==> src/rtl/fp_pkg.sv <==
// fp_pkg: shared widths, packed constants, FSM states and raw-mantissa bit positions for the FP normalise/round stage
package fp_pkg;
  localparam int EXP_W = 8;
  localparam int FRAC_W = 23;
  localparam int BIAS = 127;
  localparam logic [EXP_W-1:0] EXP_MAX = 8'hFF;
  localparam logic [31:0] POS_INF = 32'h7F80_0000;
  localparam logic [31:0] NEG_INF = 32'hFF80_0000;
  localparam logic [31:0] ZERO = 32'h0000_0000;
  localparam int CARRY = FRAC_W + 4;
  localparam int HIDDEN = FRAC_W + 3;
  localparam int G = 2;
  localparam int R = 1;
  localparam int S = 0;
  typedef enum logic [1:0] {IDLE, NORM, ROUND, OUT} state_t;
endpackage

==> src/rtl/fp_round_rne.sv <==
// fp_round_rne: round-to-nearest-even of {hidden,frac,G,R,S}; ports: mant in, rounded (carry,hidden,frac) out, carry out, inexact out
module fp_round_rne
  import fp_pkg::*;
(
  input  logic [FRAC_W+3:0] mant,
  output logic [FRAC_W+1:0] rounded,
  output logic              carry,
  output logic              inexact
);
  logic inc;
  assign inc = mant[G] & (mant[R] | mant[S] | mant[G+1]);
  assign rounded = {1'b0, mant[FRAC_W+3:3]} + (FRAC_W+2)'(inc);
  assign carry = rounded[FRAC_W+1];
  assign inexact = |mant[G:S];
endmodule

==> src/rtl/fp_norm_round.sv <==
// fp_norm_round: normalise, RNE-round and pack a raw adder sum into an IEEE single; ports: clk, rst_n, in_* (valid/ready, sign, exp, mant), out_* (valid/ready, result, overflow, underflow, inexact)
module fp_norm_round
  import fp_pkg::*;
(
  input  logic                clk,
  input  logic                rst_n,
  input  logic                in_valid,
  output logic                in_ready,
  input  logic                in_sign,
  input  logic [EXP_W+1:0]    in_exp,
  input  logic [FRAC_W+4:0]   in_mant,
  output logic                out_valid,
  input  logic                out_ready,
  output logic [31:0]         out_result,
  output logic                out_overflow,
  output logic                out_underflow,
  output logic                out_inexact
);
  localparam int XW = EXP_W + 2;
  state_t state;
  logic sgn;
  logic [XW-1:0] ex;
  logic [FRAC_W+4:0] mt;
  logic [FRAC_W+1:0] rounded;
  logic carry, inexact, hid_r;
  logic [FRAC_W-1:0] frac_r;
  logic [XW-1:0] exp_r;
  fp_round_rne u_rnd (.mant(mt[FRAC_W+3:0]), .rounded(rounded), .carry(carry), .inexact(inexact));
  // a rounding carry-out means the mantissa became 10.000..0; renormalise by one
  assign frac_r = carry ? rounded[FRAC_W:1] : rounded[FRAC_W-1:0];
  assign hid_r = carry | rounded[FRAC_W];
  assign exp_r = ex + XW'(carry);
  assign in_ready = rst_n && state == IDLE;
  always_ff @(posedge clk) begin
    if (!rst_n) begin
      state <= IDLE;
      sgn <= 1'b0;
      ex <= '0;
      mt <= '0;
      out_valid <= 1'b0;
      out_result <= ZERO;
      out_overflow <= 1'b0;
      out_underflow <= 1'b0;
      out_inexact <= 1'b0;
    end else begin
      case (state)
        IDLE: if (in_valid) begin
          sgn <= in_sign;
          ex <= in_exp;
          mt <= in_mant;
          out_overflow <= 1'b0;
          out_underflow <= 1'b0;
          out_inexact <= 1'b0;
          if (in_mant == '0) begin
            out_result <= {in_sign, 31'b0};
            out_valid <= 1'b1;
            state <= OUT;
          end else if (in_exp >= XW'(EXP_MAX)) begin
            out_result <= in_sign ? NEG_INF : POS_INF;
            out_overflow <= 1'b1;
            out_valid <= 1'b1;
            state <= OUT;
          end else if (in_exp == '0) begin
            out_result <= {in_sign, 31'b0};
            out_underflow <= 1'b1;
            out_valid <= 1'b1;
            state <= OUT;
          end else begin
            state <= NORM;
          end
        end
        NORM: if (mt[CARRY]) begin
          // right shift folds the dropped bit into sticky
          mt <= {1'b0, mt[FRAC_W+4:2], |mt[R:S]};
          ex <= ex + XW'(1);
          state <= ROUND;
        end else if (!mt[HIDDEN] && ex > XW'(1)) begin
          mt <= mt << 1;
          ex <= ex - XW'(1);
        end else begin
          state <= ROUND;
        end
        ROUND: begin
          out_inexact <= inexact;
          out_valid <= 1'b1;
          state <= OUT;
          if (exp_r >= XW'(EXP_MAX)) begin
            out_result <= sgn ? NEG_INF : POS_INF;
            out_overflow <= 1'b1;
          end else if (!hid_r) begin
            out_result <= {sgn, 31'b0};
            out_underflow <= 1'b1;
          end else begin
            out_result <= {sgn, exp_r[EXP_W-1:0], frac_r};
          end
        end
        OUT: if (out_ready) begin
          out_valid <= 1'b0;
          state <= IDLE;
        end
        default: state <= IDLE;
      endcase
    end
  end
endmodule

==> config.mk <==
export PLATFORM = sky130hd
export DESIGN_NAME = fp_norm_round
export DESIGN_NICKNAME = d
export VERILOG_FILES = /design/src/rtl/fp_pkg.sv /design/src/rtl/fp_round_rne.sv /design/src/rtl/fp_norm_round.sv
export SDC_FILE = /design/constraint.sdc
export NUM_CORES = 1
export LEC_CHECK = 0
export CAP_MARGIN = 30
export CELL_PAD_IN_SITES_DETAIL_PLACEMENT = 1
export CELL_PAD_IN_SITES_GLOBAL_PLACEMENT = 1
export CORE_MARGIN = 3
export CORE_UTILIZATION = 39
export DETAILED_ROUTE_END_ITERATION = 8
export PLACE_DENSITY_LB_ADDON = 0.1
export REMOVE_ABC_BUFFERS = 1
export SYNTH_ARGS = -nofsm -noshare
export SYNTH_HDL_FRONTEND = slang
export SYNTH_SLANG_ARGS = --single-unit
==> constraint.sdc <==
create_clock -name clk -period 3.9 [get_ports clk]
set_input_delay 0.975 -clock clk [delete_from_list [all_inputs] [get_ports clk]]
set_output_delay 0.975 -clock clk [all_outputs]
set_load 0.02 [all_outputs]
==> impl_metrics.toml <==
[timing]
finalCritPeriodShare = 0.9171
finClkSkew_ps = 7.580
fin_crit_ps = 3577
setup_slack_ps = 323.4
finalSetupViolCount = 0
hold_slack_ps = 462.6
finalHoldViolations = 0
rsz0062_at_grt = "false"
max_slew.worst_pin.slew_ps = 890.4
relSlewSlack = 0.4052
slew_viol_final = 0
fmax_mhz = 279.6

[clock_tree]
clk_pin_slew_ps = 60
clock_latency_ps = 350
post_cts_buffers = 0
cts_sinks = 77
htree_levels = 3
cts_tree = "done"
clk_path_buf_depth = 2
cts_buffers = 9
clockRootBuffer = "clkbuf_16"
cts_hold_buf = 0

[finish]
synthToLayoutAreaGrowth_pct = 27.89
mostFrequentLayoutCells = "106 x a21oi_1, 78 x clkdlybuf4s50_1, 75 x dfxtp_1, 67 x nor2_1"
fin_area_sq_um = 6247
postLayoutCoreUtil = 0.5158
n_antenna_cell = 0
drive_gt1_frac = 0.1022
final_common_cell = "a21oi_1"
fin_cells = 892
final_nets = 773

[status]
status = "finished, final reports clean"

[place]
place_ws_ps = -29.46
routabilityCongestion = 0.8967
portBuffers = 79
dpl_cell_area_sq_um = 5891
hpwl_um = 12530
placedCellCount = 876

[grt]
grt_pass1_wl_um = 28380
overflow = 0
antenna_found_initial = 0
grt_util_all_layers = 0.2505
grt_max_degree = 77
grt_pass1_vias = 5287

[yosys]
synthFlopType = "dfxtp_1"
synth_compound_area_frac = 0.2999
async_flop_share = 0
synth_area_sq_um = 4885
muxShareOfSynthArea = 0.02049
syn-instance-count = 657
synth_area_per_cell_sq_um = 7.435
synthXorXnorAreaFrac = 0.04124
seq_area_frac_synth = 0.3156
synth_cell_types = 57
synth_edf_count = 0
yosys_warnings = 0
synth_fa_ha_area_frac = 0.02818
synthSimpleGateAreaFrac = 0.2374
synth_top_family_by_area = "compound AO/OA/AOI/OAI gates"
synth_seq_cells = 77

[detailed_routing]
dr_total_vias = 5259
viasPerCell = 5.896
antenna_left = 0
finalWirelength_um = 17680
first_iter_violations = 353
wire_per_inst_um = 19.82
drc = 0
dr.pass1.iters = 5

[floorplan]
die_y_um = 117.9
start_util = 0.4033
io_pins = 80
dieArea_sq_um = 13900
die_x_um = 117.9
core_sq_um = 12110
rows = 40

[critical_path]
r2r_start = "mt[2]"
worst-path-max-fanout = 10
r2r_cells = 14
crit_path_start = "mt[2]"
endpoint_kind = "flip-flop"
crit_end = "out_result[5]"
cp.arrival_ps = 3820
critPathKind = "reg -> reg"
startpoint_type = "flip-flop"
reg2reg_to = "out_result[5]"
critPathRequiredTime_ps = 4150
rrSetupSlack_ps = 320

[power]
cellPowerDensity_nw_per_um2 = 728.8
ir_drop_mv = 0.3314
power_leakage_uw = 0.002226

[job]
drv_cap = 0

[min_path]
hold_path.class = "reg -> reg"
==> flip-flops by register name, indices dropped and copies added, names as in the netlist <==
name and flops:
out_overflow 1, out_inexact 1, out_result 32, sgn 1, out_valid 1, out_underflow 1, mt 28, ex 10
state 2
==> Yosys cell counts, types with 5 or more instances <==
cell,n,area [sq um]
nor4_1,14,87.58
o21ai_0,57,285.3
dfxtp_1,77,1541
nor2_1,67,251.5
mux2i_1,10,100.1
a31oi_1,5,31.28
o21a_1,9,67.56
o41ai_2,8,130.1
buf_2,8,40.04
and2_1,6,37.54
nor3_1,10,50.05
xnor2_1,12,105.1
clkbuf_1,45,168.9
a21boi_0,6,45.04
o31ai_1,6,45.04
nand3_1,33,165.2
o211ai_1,8,60.06
xor2_1,11,96.34
a21oi_1,106,530.5
inv_1,12,45.04
nand2_1,57,214.0
nand4_1,17,106.4
ha_1,11,137.6
==> report_power, final <==
part	switching (uW)	total (uW)	internal, uW
clock network	351	945	594
registers	301	1310	1010
logic	1450	2300	850
==> layout make-up <==
class / instances / area, sq um
tap: 168 / 210.2
sequential: 77 / 1544
fill: 1514 / 5864
clock buffer: 12 / 256.5
inverter: 12 / 45.04
multi-input combinational: 509 / 3103
timing repair buffer: 110 / 1018
clock inverter: 4 / 70.07
==> cells by family after synthesis <==
family                   after synthesis
XOR/XNOR                              23
adder cells (fa/ha/maj)               11
flip-flops                            77
buffers and inverters                 71
multiplexers                          10
AO/OA/AOI/OAI                        234
AND/OR/NAND/NOR                      231
==> routing by layer <==
| layer | GRT usage | part of all wire |
|---|---|---|
| met2 | 0.4118 | 0.47 |
| met1 | 0.3439 | 0.47 |
| met3 | 0.02931 | 0.040 |
| met4 | 0.07692 | 0.017 |
| met5 | 0 | 0 |
==> critical path, cell delays in order, from the launching register on <==
cell	delay [ps]
dfxtp_2	400
and2_1	170
ha_1	200
nand3_2	170
nor4_4	320
nand2_1	100
inv_1	110
ha_1	190
ha_1	190
nand3_1	210
o21a_1	300
nor4_2	270
and2_2	270
nand3_4	230
o41ai_2	350
==> worst min-delay path by stage <==
stage	startpoint	endpoint	cells past startpoint
final	out_inexact	out_inexact	2
after global routing	out_inexact	out_inexact	2
after CTS	out_inexact	out_inexact	2
after detailed placement	out_inexact	out_inexact	2
after global placement	sgn	sgn	2
after floorplan	sgn	sgn	2
==> through the flow <==
stage | total power [uW] | setup TNS [ps]
after CTS | 4519 | 0
after floorplan | 2672 | -6414
after detailed placement | 3544 | -29.46
after global placement | 3444 | 0
final | 4553 | 0
after global routing | 4865 | 0
==> what timing repair did <==
| action | in CTS | in global routing |
|---|---|---|
| gates resized for setup | 1 | 6 |
| endpoints found under the setup margin | 1 | 21 |
| pin swaps | 0 | 0 |
Power figures use the tool's default switching activity.
